--- config.mk ---
export PLATFORM = sky130hd
export DESIGN_NAME = tl_ul_initiator
export DESIGN_NICKNAME = d
export VERILOG_FILES = /design/src/rtl/tl_ul_initiator.sv
export SDC_FILE = /design/constraint.sdc
export NUM_CORES = 1
export LEC_CHECK = 0
export CAP_MARGIN = 20
export CORE_ASPECT_RATIO = 0.6
export CORE_MARGIN = 2
export CORE_UTILIZATION = 35
export DETAILED_ROUTE_END_ITERATION = 10
export HOLD_SLACK_MARGIN = 0.12
export PLACE_DENSITY = 0.79
export SLEW_MARGIN = 20
export SYNTH_ARGS = -nofsm -noshare
export SYNTH_HDL_FRONTEND = slang
export SYNTH_SLANG_ARGS = --single-unit
export TNS_END_PERCENT = 30
--- constraint.sdc ---
create_clock -name tlm_clock_i -period 3.77 [get_ports tlm_clock_i]
set_input_delay 0.5655 -clock tlm_clock_i [delete_from_list [all_inputs] [get_ports tlm_clock_i]]
set_output_delay 0.5655 -clock tlm_clock_i [all_outputs]
set_load 0.05 [all_outputs]
--- src/rtl/tl_ul_initiator.sv ---
// TileLink-UL initiator: command port to channel A, channel D to response port.
// Optional response checking is built when TL_UL_INITIATOR_PROTO_CHECK_EN is defined.
module tl_ul_initiator #(
  parameter int TL_RS           = 4,
  parameter int ADDR_W          = 32,
  parameter int MAX_OUTSTANDING = 4
) (
  input  logic              tlm_clock_i,
  input  logic              tlm_reset_i,
  input  logic              cmd_valid,
  output logic              cmd_ready,
  input  logic              cmd_write,
  input  logic [ADDR_W-1:0] cmd_address,
  input  logic [1:0]        cmd_size,
  input  logic [3:0]        cmd_mask,
  input  logic [31:0]       cmd_data,
  output logic [2:0]        tl_a_opcode,
  output logic [2:0]        tl_a_param,
  output logic [3:0]        tl_a_size,
  output logic [TL_RS-1:0]  tl_a_source,
  output logic [ADDR_W-1:0] tl_a_address,
  output logic [3:0]        tl_a_mask,
  output logic [31:0]       tl_a_data,
  output logic              tl_a_corrupt,
  output logic              tl_a_valid,
  input  logic              tl_a_ready,
  input  logic [2:0]        tl_d_opcode,
  input  logic [1:0]        tl_d_param,
  input  logic [3:0]        tl_d_size,
  input  logic [TL_RS-1:0]  tl_d_source,
  input  logic              tl_d_denied,
  input  logic [31:0]       tl_d_data,
  input  logic              tl_d_corrupt,
  input  logic              tl_d_valid,
  output logic              tl_d_ready,
  output logic              rsp_valid,
  input  logic              rsp_ready,
  output logic [31:0]       rsp_data,
  output logic              rsp_error,
  output logic [TL_RS-1:0]  rsp_tag,
  output logic              busy_o,
  output logic              proto_err_o
);

  localparam logic [2:0] OP_PUT_FULL = 3'd0;
  localparam logic [2:0] OP_PUT_PART = 3'd1;
  localparam logic [2:0] OP_GET      = 3'd4;
  localparam logic [2:0] OP_ACK      = 3'd0;
  localparam logic [2:0] OP_ACK_DATA = 3'd1;

  logic [MAX_OUTSTANDING-1:0] inflight_q;
  logic [MAX_OUTSTANDING-1:0] inflight_d;
  logic [TL_RS-1:0]           free_id;
  logic                       free_avail;
  logic [3:0]                 lane_mask;
  logic                       cmd_fire;
  logic                       a_fire;
  logic                       d_fire;
  logic                       unused_d;

  assign unused_d = ^{tl_d_size, tl_d_param};

  always_comb begin
    lane_mask = 4'hF;
    unique case (cmd_size)
      2'd0:    lane_mask = 4'b0001 << cmd_address[1:0];
      2'd1:    lane_mask = cmd_address[1] ? 4'b1100 : 4'b0011;
      default: lane_mask = 4'hF;
    endcase
  end

  // Scan downward so the lowest clear bit wins.
  always_comb begin
    free_avail = 1'b0;
    free_id    = '0;
    for (int i = MAX_OUTSTANDING - 1; i >= 0; i--) begin
      if (!inflight_q[i]) begin
        free_avail = 1'b1;
        free_id    = TL_RS'(i);
      end
    end
  end

  assign cmd_ready = (!tl_a_valid || tl_a_ready) && free_avail;
  assign cmd_fire  = cmd_valid && cmd_ready;
  assign a_fire    = tl_a_valid && tl_a_ready;
  assign tl_d_ready = !rsp_valid || rsp_ready;
  assign d_fire    = tl_d_valid && tl_d_ready;

  always_comb begin
    inflight_d = inflight_q;
    for (int i = 0; i < MAX_OUTSTANDING; i++) begin
      if (d_fire && tl_d_source == TL_RS'(i))
        inflight_d[i] = 1'b0;
      if (cmd_fire && free_id == TL_RS'(i))
        inflight_d[i] = 1'b1;
    end
  end

  always_ff @(posedge tlm_clock_i or posedge tlm_reset_i) begin
    if (tlm_reset_i) begin
      inflight_q <= '0;
      tl_a_valid <= 1'b0;
      rsp_valid  <= 1'b0;
    end else begin
      inflight_q <= inflight_d;
      if (cmd_fire)
        tl_a_valid <= 1'b1;
      else if (a_fire)
        tl_a_valid <= 1'b0;
      if (d_fire)
        rsp_valid <= 1'b1;
      else if (rsp_ready)
        rsp_valid <= 1'b0;
    end
  end

  always_ff @(posedge tlm_clock_i) begin
    if (cmd_fire) begin
      if (!cmd_write)
        tl_a_opcode <= OP_GET;
      else if (cmd_mask == lane_mask)
        tl_a_opcode <= OP_PUT_FULL;
      else
        tl_a_opcode <= OP_PUT_PART;
      tl_a_mask    <= cmd_write ? (cmd_mask & lane_mask) : lane_mask;
      tl_a_size    <= {2'b00, cmd_size};
      tl_a_source  <= free_id;
      tl_a_address <= cmd_address;
      tl_a_data    <= cmd_data;
    end
    if (d_fire) begin
      rsp_data  <= (tl_d_opcode == OP_ACK_DATA) ? tl_d_data : 32'h0;
      rsp_error <= tl_d_denied | tl_d_corrupt;
      rsp_tag   <= tl_d_source;
    end
  end

  assign tl_a_param   = 3'd0;
  assign tl_a_corrupt = 1'b0;
  assign busy_o       = (|inflight_q) || tl_a_valid;

`ifdef TL_UL_INITIATOR_PROTO_CHECK_EN
  logic [MAX_OUTSTANDING-1:0] is_get_q;
  logic                       d_known;
  logic                       d_get;
  logic                       d_bad;

  always_comb begin
    d_known = 1'b0;
    d_get   = 1'b0;
    for (int i = 0; i < MAX_OUTSTANDING; i++) begin
      if (tl_d_source == TL_RS'(i)) begin
        d_known = inflight_q[i];
        d_get   = is_get_q[i];
      end
    end
  end

  assign d_bad = !d_known || (tl_d_param != 2'd0) ||
                 (tl_d_opcode != (d_get ? OP_ACK_DATA : OP_ACK));

  always_ff @(posedge tlm_clock_i or posedge tlm_reset_i) begin
    if (tlm_reset_i) begin
      is_get_q    <= '0;
      proto_err_o <= 1'b0;
    end else begin
      for (int i = 0; i < MAX_OUTSTANDING; i++) begin
        if (cmd_fire && free_id == TL_RS'(i))
          is_get_q[i] <= !cmd_write;
      end
      if (d_fire && d_bad)
        proto_err_o <= 1'b1;
    end
  end
`else
  assign proto_err_o = 1'b0;
`endif

endmodule

Yosys cells after proc, flatten, opt, wreduce, memory -nomap -nowiden
Index checks and enable logic that the tools add are counted.
{"block": "classes", "eq_ne": 9, "n_shift": 1, "muxes": 24, "bitwise": 2, "reduce_logical": 27}
{"op": "$mux W4", "n": 5}
{"op": "$mux W1", "n": 17}
{"op": "$eq A4 B2 Y1 const B", "n": 4}
{"op": "$logic_and A1 B1 Y1", "n": 12}
{"op": "$reduce_bool A2 Y1", "n": 6}
{"op": "$eq A4 B1 Y1 const B", "n": 2}
{"op": "$logic_not A4 Y1", "n": 2}
{"op": "$pmux W4 S2", "n": 1}
{"op": "$and A4 B4 Y4", "n": 1}
{"op": "$eq A4 B4 Y1", "n": 1}
{"op": "$reduce_or A4 Y1", "n": 1}
{"op": "$shl A1 B2 Y4 const A", "n": 1}
{"op": "$eq A3 B1 Y1 const B", "n": 1}
{"op": "$logic_or A1 B1 Y1", "n": 3}
{"op": "$eq A2 B1 Y1 const B", "n": 1}
{"op": "$logic_not A1 Y1", "n": 2}
{"op": "$logic_not A2 Y1", "n": 1}
{"op": "$mux W2", "n": 1}
{"op": "$or A1 B1 Y1", "n": 1}
{"block": "word_totals", "reg_bits": 120, "in_bits": 124, "out_inout_bits": 126, "wordCells": 78}

Longest topological paths before layout
Gate-level depths: netlist (run 1).
{"block": "logic_depth", "depth_word": 8, "ltp_mapped": 5}

Worst setup path before layout (run 1)
OpenSTA, ideal clock, no wires.
{"block": "synth_path", "path_kind": "register to register", "startpoint": "reg tl_a_valid", "endpoint": "reg tl_a_address[0] (enable)", "setup_time_ns": 0.440, "t_arrival_ns": 3.210, "path_slack_ns": 0.120, "path_stages_with_launch": 4, "n_path_buf": 0, "period_less_slack_ns": 3.650, "path_cell_list": "dfrtp_1 > nor2b_1 > a41oi_2 > and2_1"}
{"block": "synth_via", "elab_chain_len": 4}
{"element": "start, declared", "line_no": "25", "rtl": "output logic tl_a_valid,"}
{"element": "start signal, assigned", "line_no": "103", "rtl": "tl_a_valid <= 1'b0;"}
{"element": "start signal, assigned", "line_no": "108", "rtl": "tl_a_valid <= 1'b1;"}
{"element": "start signal, assigned", "line_no": "110", "rtl": "tl_a_valid <= 1'b0;"}
{"element": "$logic_not A1 Y1", "line_no": "84", "rtl": "assign cmd_ready = (!tl_a_valid || tl_a_ready) && free_avail;"}
{"element": "$logic_or A1 B1 Y1", "line_no": "84"}
{"element": "$logic_and A1 B1 Y1", "line_no": "84"}
{"element": "named net cmd_ready", "line_no": "11", "rtl": "output logic cmd_ready,"}
{"element": "$logic_and A1 B1 Y1", "line_no": "85", "rtl": "assign cmd_fire = cmd_valid && cmd_ready;"}
{"element": "named net cmd_fire", "line_no": "56", "rtl": "logic cmd_fire;"}
{"element": "end signal, assigned", "line_no": "129", "rtl": "tl_a_address <= cmd_address;"}
{"element": "end, declared", "line_no": "21", "rtl": "output logic [ADDR_W-1:0] tl_a_address,"}
The timed path passes the listed nets, and every way through them passes these cells.
A chain may end at the register's enable or synchronous reset.

Worst setup path in the final report (run 1)
{"block": "layout_path", "startpoint": "in tl_a_ready", "endpoint": "out cmd_ready"}
{"block": "layout_via", "elab_chain_len": 2}
{"element": "start, declared", "line_no": "26", "rtl": "input logic tl_a_ready,"}
{"element": "$logic_or A1 B1 Y1", "line_no": "84"}
{"element": "$logic_and A1 B1 Y1", "line_no": "84"}
{"element": "end, declared", "line_no": "11"}
Every way passes these cells.

==> summary.md, run 1 <==
| Metric | Value |
|---|---|
| Clk_skew | `0.00464 ns` |
| Most frequent cells in the layout | `233 x clkdlybuf4s50_1, 111 x edfxtp_1, 32 x and2_1, 17 x clkbuf_16, 10 x conb_1` |
| Endpoints failing setup | `0` |
| Vias | `roughly 2700` |
| NumNets Final | `589` |
| CTS tree | `yes` |
| Core ar. | `11400 um2` |
| Synthesized instance count | `between 200 and 250` |
| Row count | `30` |
| Cell variety after synth | `29` |
| Peak Freq | `about 370 MHz` |
| Final critical-path required period | `2.71 ns` |
| Final Hold Fails | `0` |
| Routability congestion estimate | `0.779` |
| Synth Area per Inst | `19.6 um2` |
| Total CTS buffers | `17` |
| Post-DR wirelength/cell | `around 17 um` |
| CP max FO | `3` |
| Pins Over Slew Limit | `0` |
| Synth Warn # | `0` |
| Power Dens Cells | `512 nW/um2` |
| Worst Path Required | `3.20 ns` |
| RSZ-0062 raised after global routing | `false` |
| Antenna viol nets, final | `0` |
| Fillers | `840` |
| Initial antenna violation count | `0` |
| Synth Area in XOR/XNOR | `0%` |
| Worst min path class | `in2async` |
| Setup_tns | `0 ns` |
| Routed WL | `10500 um` |
| GRT Util Overall | `16.4%` |
| Layout cell share with drive strength beyond 1 | `a little under a tenth` |
| Initial DRC count | `148` |
| Register bit total from synthesis | `approximately 120` |
| Vias in the first global route | `between 2000 and 3000` |
| Util after Layout | `63.4%` |
| Most common cell after layout, fill and taps aside | `clkdlybuf4s50_1` |
| Die width | `145 um` |
| IO Port Bufs | `~230` |
| DRC viols | `0` |
| Largest family of logic cells by synthesized area | `simple AND/OR/NAND/NOR gates` |
| Post-CTS Setup Bufs | `0` |
| Pin count of the biggest net entering global routing | `56` |
| Simple-gate area share of the yosys netlist | `a little over 8%` |
| CP Launch Type | `input port` |
| CTS Root Cell | `clkbuf_16` |
| CP Capture Type | `primary output` |
| Antenna Cells | `0` |
| Iteration count of the initial detailed-routing pass | `4` |
| Die ar. | `12900 um2` |
| Leak pwr | `0.00260 uW` |
| PostCTS Resize Cnt | `0` |
| WS Path Type | `in2out` |
| Chip height | `88.6 um` |
| Placed Area | `around 6700 um2` |
| Rel. slew slack | `36.5%` |
| Reg clk slew, reported paths | `approximately 0.05 ns` |
| Final period util | `a little under three quarters` |
| Non-Filler Instances | `around 630` |
| Worst EP arrival | `about 2.1 ns` |
| DP Wirelength | `7930 um` |
| Worst-margin pin slew | `roughly 0.95 ns` |
| Post-synthesis mux area share | `around 1.1%` |
| First-pass GRT wire length | `15600 um` |
| Initial core utilization | `36.5%` |
| Synth Area in Compound Gates | `between 2 and 3%` |
| Synth Area in Adders | `1.20%` |
| # hold bufs at CTS | `0` |
| Ports | `250` |
| Synthesized cell area | `4180 um2` |
| Fin area | `7260 um2` |
| Clk sinks | `117` |
| Status | `completed` |
| DR vias/cell | `4.31` |
| Grt ovf | `0` |
| Register area share after synthesis | `83.4%` |
| Max Buffers Root-to-Sink | `2` |
| Max-Cap Viols | `0` |
| Tot Pwr | `between 3000 and 4000 uW` |
| VDD IR-drop max | `0.290 mV` |
| H-tree Lvls | `4` |
| Syn-to-layout area delta | `73.8%` |
| Placed insts | `602` |
| Clk_lat worst skew | `0.39 ns` |
worst paths after layout:
check / start / to / slack (ns) / depth (start not counted)
setup / recovery: tl_a_ready / cmd_ready / 1.06 / 4
hold / removal: tlm_reset_i / rsp_valid / 0.39 / 2
setup reg to reg: tl_a_valid / tl_a_address[3] / 1.94 / 4
hold reg to reg: rsp_valid / rsp_valid / 0.56 / 2
max in group asynchronous: tlm_reset_i / inflight_q[1] / 3.17 / 2
min in group tlm_clock_i: rsp_valid / rsp_valid / 0.56 / 2
cell type report:
class / instances / area, um2 / share of cell area, %
Clock buffer: 18 / 429 / 5.91
Clock inverter: 14 / 179 / 2.46
Sequential cell: 117 / 3480 / 48.0
Tap cell: 160 / 200 / 2.76
Multi-Input combinational cell: 87 / 603 / 8.30
Timing Repair Buffer: 234 / 2350 / 32.4
Inverter: 4 / 15.0 / 0.207
cell families after synthesis:
logic type / Yosys count
AOI/OAI and AO/OA: 16
adders and majority gates: 4
buffers and inverters: 18
DFF: 117
muxes: 4
other: 1
and+or+nand+nor: 53
power breakdown:
group / switching (uW) / internal (uW) / leakage, uW
Clock: 576 / 1050 / 0.000287
Sequential: 21.6 / 1500 / 0.00110
Combinational: 344 / 229 / 0.00121
Total: 942 / 2780 / 0.00260
critical path, stage by stage:
cell and delay [ns]:
clkdlybuf4s50_1 0.47, nor2b_1 0.06, a41oi_2 0.21, clkdlybuf4s50_1 0.84
routing by layer:
metal	wire, um	part of all wire (%)	GRT usage, %
met2	5250	50	27.0
met1	4390	42	20.2
met4	108	1.0	5.85
met5	0	0	0
met3	783	7.4	6.55
cells in the mapped netlist, drive strengths merged:
library cell    n  area [um2]
nor2            4        15.0
buf            14         114
a21boi          1        7.51
o21bai          2        15.0
nand2           2        7.51
and4            1        8.76
nor4            1        6.26
clkinv          1        3.75
nor2b           1        6.26
a21oi           2        10.0
nor3b           1        18.8
and3            1        6.26
mux2            4        45.0
a21o            3        22.5
ha              4        50.1
a31oi           4        25.0
a41oi           4        42.6
conb            1        3.75
or2             1        6.26
nand2b          5        46.3
edfxtp        111        3330
nor3            2        10.0
inv             3        11.3
dfrtp           6         150
and2           34         213
through the flow:
step                      setup slack (ns)  hold slack (ns)
final                                 1.06            0.393
after global placement                1.06            0.535
after floorplan                      0.120            0.356
after CTS                             1.06            0.379
after global routing                 0.963            0.421
after detailed placement              1.06            0.551
state kept, by name, indices dropped and copies added (netlist names):
register,cells
inflight_q,4
rsp_data,32
rsp_error,1
rsp_tag,4
rsp_valid,1
tl_a_address,32
tl_a_data,32
tl_a_mask,4
tl_a_opcode,2
tl_a_size,2
tl_a_source,2
tl_a_valid,1
(Power assumes the default switching activity.)
==> run 2: changes to the inputs <==
--- a/config.mk
+++ b/config.mk
@@ -8,10 +8,10 @@
 export CAP_MARGIN = 20
 export CORE_ASPECT_RATIO = 0.6
 export CORE_MARGIN = 2
-export CORE_UTILIZATION = 35
+export CORE_UTILIZATION = 34
 export DETAILED_ROUTE_END_ITERATION = 10
 export HOLD_SLACK_MARGIN = 0.12
-export PLACE_DENSITY = 0.79
+export PLACE_DENSITY = 0.8
 export SLEW_MARGIN = 20
 export SYNTH_ARGS = -nofsm -noshare
 export SYNTH_HDL_FRONTEND = slang
==> constraint.sdc (replaced) <==
create_clock -name tlm_clock_i -period 2.3 [get_ports tlm_clock_i]
set_input_delay 0.345 -clock tlm_clock_i [delete_from_list [all_inputs] [get_ports tlm_clock_i]]
set_output_delay 0.345 -clock tlm_clock_i [all_outputs]
set_load 0.05 [all_outputs]
==> summary.md, run 2 (synthesis gave the netlist of run 1 again) <==
| Metric | Value |
|---|---|
| Row count | `31 (was 30)` |
| Ports | `250 (unchanged)` |
| CP Launch Type | `flop (was input port)` |
| Status | `completed (unchanged)` |
| H-tree Lvls | `4 (unchanged)` |
| # hold bufs at CTS | `0 (unchanged)` |
| DR vias/cell | `4.25 (was 4.31)` |
| Largest delay share family, worst path | `buffers and inverters (unchanged)` |
| Syn-to-layout area delta | `74.2% (was 73.8%)` |
| Worst Path Required | `1.96 ns (was 3.20 ns)` |
| FF-to-FF End | `tl_a_data[2] (was tl_a_address[3])` |
| Buffer and inverter count on the worst path | `1 (was 2)` |
| Die width | `147 um (was 145 um)` |
| DRC viols | `0 (unchanged)` |
| Antenna viol nets, final | `0 (unchanged)` |
| Non-Filler Instances | `641 (was 634)` |
| Final Hold Fails | `0 (unchanged)` |
| Clk_lat worst skew | `0.39 ns (about the same)` |
| Antenna Cells | `0 (unchanged)` |
| Regs by FF count | `rsp_data x32, tl_a_address x32, tl_a_data x32 (unchanged)` |
| Grt ovf | `0 (unchanged)` |
| Leak pwr | `0.00261 uW (was 0.00260 uW)` |
| Most frequent cells in the layout | `230 x clkdlybuf4s50_1, 111 x edfxtp_1, 32 x and2_1, 17 x clkbuf_16, 10 x conb_1 (was 233 x clkdlybuf4s50_1, 111 x edfxtp_1, 32 x and2_1, 17 x clkbuf_16, 10 x conb_1)` |
| Worst min path class | `in2async (unchanged)` |
| Initial antenna violation count | `0 (unchanged)` |
| Final period util | `84.6%` |
| Util after Layout | `60.5% (was 63.4%)` |
| Routability congestion estimate | `0.743 (was 0.779)` |
| Reg clk slew, reported paths | `0.05 ns (about the same)` |
| Worst EP arrival | `1.60 ns (was 2.14 ns)` |
| PostCTS Resize Cnt | `0 (unchanged)` |
| Rel. slew slack | `60.8% (was 36.5%)` |
| RSZ-0062 raised after global routing | `false (unchanged)` |
| CTS Root Cell | `clkbuf_16 (unchanged)` |
| GRT Util Overall | `15.6% (was 16.4%)` |
| Endpoints failing setup | `0 (unchanged)` |
| Pins Over Slew Limit | `0 (unchanged)` |
| Worst-margin pin slew | `0.587 ns (was 0.952 ns)` |
| First-pass GRT wire length | `15500 um (was 15600 um)` |
| Core ar. | `12000 um2 (was 11400 um2)` |
| Layout cell share with drive strength beyond 1 | `9.45% (was 9.07%)` |
| Routed WL | `10200 um (was 10500 um)` |
| Post-CTS Setup Bufs | `0 (unchanged)` |
| Total CTS buffers | `17 (unchanged)` |
| Die ar. | `13200 um2 (was 12900 um2)` |
| Clk_skew | `0.00946 ns (was 0.00464 ns)` |
| Initial DRC count | `98 (was 148)` |
| Worst path cell trace | `clkdlybuf4s50_1 (was clkdlybuf4s50_1 > nor2b_1 > a41oi_2 > clkdlybuf4s50_1)` |
| Vias | `2725 (was 2733)` |
| Reg2reg setup slack | `0.68 ns (was 1.94 ns)` |
| Iteration count of the initial detailed-routing pass | `4 (unchanged)` |
| Setup_tns | `0 ns (unchanged)` |
| Chip height | `89.9 um (was 88.6 um)` |
| Fillers | `925 (was 840)` |
| Post-DR wirelength/cell | `15.9 um (was 16.6 um)` |
| Worst r2r src | `tl_a_valid (unchanged)` |
| DP Wirelength | `7860 um (was 7930 um)` |
| Peak Freq | `about 510 MHz` |
| IO Port Bufs | `233 (unchanged)` |
| VDD IR-drop max | `0.441 mV (was 0.290 mV)` |
| Power Dens Cells | `810 nW/um2 (was 512 nW/um2)` |
| Initial core utilization | `34.7% (was 36.5%)` |
| Max Buffers Root-to-Sink | `2 (unchanged)` |
| Clk sinks | `117 (unchanged)` |
| Most common cell after layout, fill and taps aside | `clkdlybuf4s50_1 (unchanged)` |
| WS Path Type | `reg2out (was in2out)` |
| Vias in the first global route | `2792 (was 2756)` |
| CP Capture Type | `primary output (unchanged)` |
| CP max FO | `2 (was 3)` |
| CTS tree | `yes (unchanged)` |
| Max-Cap Viols | `0 (unchanged)` |
| Pin count of the biggest net entering global routing | `44 (was 56)` |
| CP max stage cell | `clkdlybuf4s50_1 (unchanged)` |
| NumNets Final | `592 (was 589)` |
| Worst r2r path cells | `4 (unchanged)` |
| Max incr delay on CP | `0.83 ns (was 0.84 ns)` |
| Placed insts | `610 (was 602)` |
| Final critical-path required period | `1.95 ns` |
[run 2: cell types whose count changed in the layout (fill, tap and decap cells not counted), moves of 2 or more]
cell | previous run | this run
buf_12 | 1 | 4
buf_4 | 0 | 2
clkdlybuf4s50_1 | 233 | 230
clkinv_1 | 1 | 3
clkinv_2 | 1 | 6
clkinv_4 | 6 | 1
clkinvlp_4 | 3 | 1
[run 2: layout make-up]
cell class / instances / area (um2) / area share, %
clock inverters: 12 / 114 / 1.56
multi-input cells: 87 / 614 / 8.44
inverters: 4 / 15.0 / 0.206
clock buffers: 19 / 433 / 5.95
flip-flops and latches: 117 / 3480 / 47.9
repair buffers: 237 / 2410 / 33.1
well taps: 165 / 206 / 2.84
[run 2: worst max path at each step]
stage | from | to | slack (ns) | cells after the start
5_1_grt | rsp_valid | rsp_valid | 0.30 | 1
2_1_floorplan | tl_a_valid | tl_a_address[0] | 0.06 | 3
6_report | rsp_valid | rsp_valid | 0.35 | 1
4_1_cts | inflight_q[0] | busy_o | 0.05 | 3
3_5_place_dp | cmd_address[0] | tl_a_opcode[0] | 0.25 | 6
3_3_place_gp | cmd_address[0] | tl_a_opcode[0] | 0.28 | 6
[run 2: power breakdown]
| part | switching (uW) | internal [uW] | leakage, uW | total (uW) |
|---|---|---|---|---|
| clock network | 861 | 1570 | 0.000271 | 2430 |
| logic | 568 | 393 | 0.00124 | 961 |
| registers | 35.4 | 2470 | 0.00110 | 2500 |
[run 2: through the flow]
step | power [uW] | area [um2] | hold slack (ns) | worst slack, ns
final | 5890 | 7280 | 0.163 | 0.353
after global routing | 6090 | 7280 | 0.177 | 0.301
after CTS | 5970 | 7270 | 0.162 | 0.0514
after detailed placement | 3510 | 6730 | 0.546 | 0.248
after global placement | 3500 | 6730 | 0.538 | 0.282
after floorplan | 3070 | 4230 | 0.136 | 0.0616
[run 2: routing by layer]
layer | global-route usage, % | share of wire, %
met1 | 20.1 | 44
met2 | 24.6 | 49
met3 | 4.62 | 5.8
met4 | 6.81 | 1.4
met5 | 0 | 0
==> run 3: changes to the inputs <==
--- a/config.mk
+++ b/config.mk
@@ -8,10 +8,10 @@
 export CAP_MARGIN = 20
 export CORE_ASPECT_RATIO = 0.6
 export CORE_MARGIN = 2
-export CORE_UTILIZATION = 34
+export CORE_UTILIZATION = 35
 export DETAILED_ROUTE_END_ITERATION = 10
 export HOLD_SLACK_MARGIN = 0.12
-export PLACE_DENSITY = 0.8
+export PLACE_DENSITY = 0.79
 export SLEW_MARGIN = 20
 export SYNTH_ARGS = -nofsm -noshare
 export SYNTH_HDL_FRONTEND = slang
==> constraint.sdc (replaced) <==
create_clock -name tlm_clock_i -period 1.8 [get_ports tlm_clock_i]
set_input_delay 0.27 -clock tlm_clock_i [delete_from_list [all_inputs] [get_ports tlm_clock_i]]
set_output_delay 0.27 -clock tlm_clock_i [all_outputs]
set_load 0.05 [all_outputs]
==> summary.md, run 3 (synthesis gave the netlist of run 1 again) <==
| Metric | Value |
|---|---|
| DR vias/cell | `4.42 (was 4.25)` |
| Grt ovf | `0 (unchanged)` |
| Die width | `145 um (was 147 um)` |
| Antenna Cells | `0 (unchanged)` |
| Syn-to-layout area delta | `73.6% (was 74.2%)` |
| Most used cell, CP | `buf_4` |
| Post-DR wirelength/cell | `17.6 um (was 15.9 um)` |
| Most common cell after layout, fill and taps aside | `clkdlybuf4s50_1 (unchanged)` |
| VDD IR-drop max | `0.603 mV (was 0.441 mV)` |
| Antenna viol nets, final | `0 (unchanged)` |
| Highest metal used | `met4 (unchanged)` |
| Max incr delay on CP | `0.41 ns (was 0.83 ns)` |
| Max-Cap Viols | `0 (unchanged)` |
| Worst hold slack | `0.423 ns (was 0.163 ns)` |
| Core ar. | `11400 um2 (was 12000 um2)` |
| Vias | `2863 (was 2725)` |
| Row count | `30 (was 31)` |
| Max Buffers Root-to-Sink | `2 (unchanged)` |
| Die ar. | `12900 um2 (was 13200 um2)` |
| Most frequent cells in the layout | `117 x clkdlybuf4s50_1, 111 x edfxtp_1, 83 x dlygate4sd2_1, 37 x buf_4, 32 x and2_1 (was 230 x clkdlybuf4s50_1, 111 x edfxtp_1, 32 x and2_1, 17 x clkbuf_16, 10 x conb_1)` |
| Peak Freq | `roughly 590 MHz` |
| Power Dens Cells | `1060 nW/um2 (was 810 nW/um2)` |
| DP Wirelength | `8830 um (was 7860 um)` |
| Leak pwr | `0.00288 uW (was 0.00261 uW)` |
| WL met2 | `5790 um (was 4980 um)` |
| Min-delay src | `cmd_address[28]` |
| Total CTS buffers | `17 (unchanged)` |
| Worst-margin pin slew | `0.543 ns (was 0.587 ns)` |
| Initial core utilization | `36.5% (was 34.7%)` |
| Vias in the first global route | `2958 (was 2792)` |
| NumNets Final | `603 (was 592)` |
| IO Port Bufs | `233 (unchanged)` |
| Clk_skew | `0.00969 ns (was 0.00946 ns)` |
| Final period util | `94.2%` |
| Routability congestion estimate | `0.744 (was 0.743)` |
| Pin count of the biggest net entering global routing | `40 (was 44)` |
| Crit path launch | `inflight_q[0] (was rsp_valid)` |
| Fillers | `889 (was 925)` |
| First-pass GRT wire length | `16800 um (was 15500 um)` |
| M1 WL | `4860 um (was 4510 um)` |
| CP Capture Type | `primary output (unchanged)` |
| Final Hold Fails | `0 (unchanged)` |
| CP max FO | `8 (was 2)` |
| DRC viols | `0 (unchanged)` |
| Rel. slew slack | `64.0% (was 60.8%)` |
| Layout cell share with drive strength beyond 1 | `17.6% (was 9.45%)` |
| RSZ-0062 raised after global routing | `false (unchanged)` |
| Routed WL | `11400 um (was 10200 um)` |
| GRT Util Overall | `17.8% (was 15.6%)` |
| Worst r2r src | `tl_a_valid (unchanged)` |
| Place WS | `-0.181 ns (was 0.248 ns)` |
| CTS Root Cell | `clkbuf_16 (unchanged)` |
| Initial antenna violation count | `0 (unchanged)` |
| Pins Over Slew Limit | `0 (unchanged)` |
| H-tree Lvls | `4 (unchanged)` |
| Reg clk slew, reported paths | `0.06 ns (was 0.05 ns)` |
| CP max stage cell | `dfrtp_1 (was clkdlybuf4s50_1)` |
| WS Path Type | `reg2out (unchanged)` |
| CTS tree | `yes (unchanged)` |
| Clk_lat worst skew | `0.40 ns (was 0.39 ns)` |
| Worst path cell trace | `buf_4 > nor3_1 > nand2_1 > buf_4 (was clkdlybuf4s50_1)` |
| Met3 WL | `674 um (was 590 um)` |
| CP Launch Type | `flop (unchanged)` |
| Final WS setup | `0.104 ns (was 0.353 ns)` |
| Status | `completed (unchanged)` |
| Ports | `250 (unchanged)` |
| Worst Path Required | `1.53 ns (was 1.96 ns)` |
| Clk sinks | `117 (unchanged)` |
| Endpoints failing setup | `0 (unchanged)` |
| Initial DRC count | `104 (was 98)` |
| Iteration count of the initial detailed-routing pass | `6 (was 4)` |
| Chip height | `88.6 um (was 89.9 um)` |
| Final critical-path required period | `1.70 ns` |
| Worst EP arrival | `1.43 ns (was 1.60 ns)` |
| Worst min path class | `in2reg (was in2async)` |
| Regs by FF count | `rsp_data x32, tl_a_address x32, tl_a_data x32 (unchanged)` |
## run 3: through the flow
step | std cells | instance area [um2] | util [%] | setup TNS, ns | total power [uW]
4_1_cts | 648 | 7240 | 63.2 | 0 | 7750
2_1_floorplan | 222 | 4240 | - | -30.69 | 3920
5_1_grt | 648 | 7250 | 63.3 | 0 | 7920
6_report | 648 | 7250 | 63.3 | 0 | 7650
3_3_place_gp | 615 | 6750 | 59.0 | -1.02 | 4500
3_5_place_dp | 615 | 6750 | 59.0 | -1.90 | 4520
## run 3: final cells by class
type	instances	area, um2	area share (%)
Clock buffer	17	425	5.87
Clock inverter	15	156	2.16
Inverter	4	15.0	0.207
Multi-Input combinational cell	87	622	8.57
Sequential cell	117	3480	48.1
Tap cell	160	200	2.76
Timing Repair Buffer	248	2350	32.4
## run 3: final timing paths
kind	endpoint	slack [ns]	cells past startpoint
max reg2reg	tl_a_data[31]	0.27	4
min reg2reg	rsp_valid	0.58	2
min	tl_a_address[28]	0.42	1
min in group asynchronous	rsp_valid	0.68	3
max	busy_o	0.10	4
max in group asynchronous	tl_a_valid	0.90	3
## run 3: layer usage
layer,vias up,global-route usage [%]
li1,1316,-
met2,137,30.2
met1,1402,21.9
met3,8,5.72
met5,-,0
met4,0,6.84
## run 3: critical path: cells and delay by family (launching register included)
family,cells,cell delay [ns]
buffers and inverters,2,0.37
DFF,1,0.41
and+or+nand+nor,2,0.24
## run 3: power breakdown
part           total (uW)  leakage [uW]  switching [uW]  internal [uW]
combinational        1200       0.00151             742            462
clock                3250      0.000274            1210           2040
sequential           3190       0.00110            43.9           3150
total                7650       0.00288            2000           5660
## run 3: what timing repair did
item | CTS | global route
pin swaps | 0 | 0
hold buffers | 1 | 0
resized for setup | 83 | 5
endpoints found under the hold margin | 6 | 0
endpoints found under the setup margin | 83 | 5
setup buffers | 0 | 0
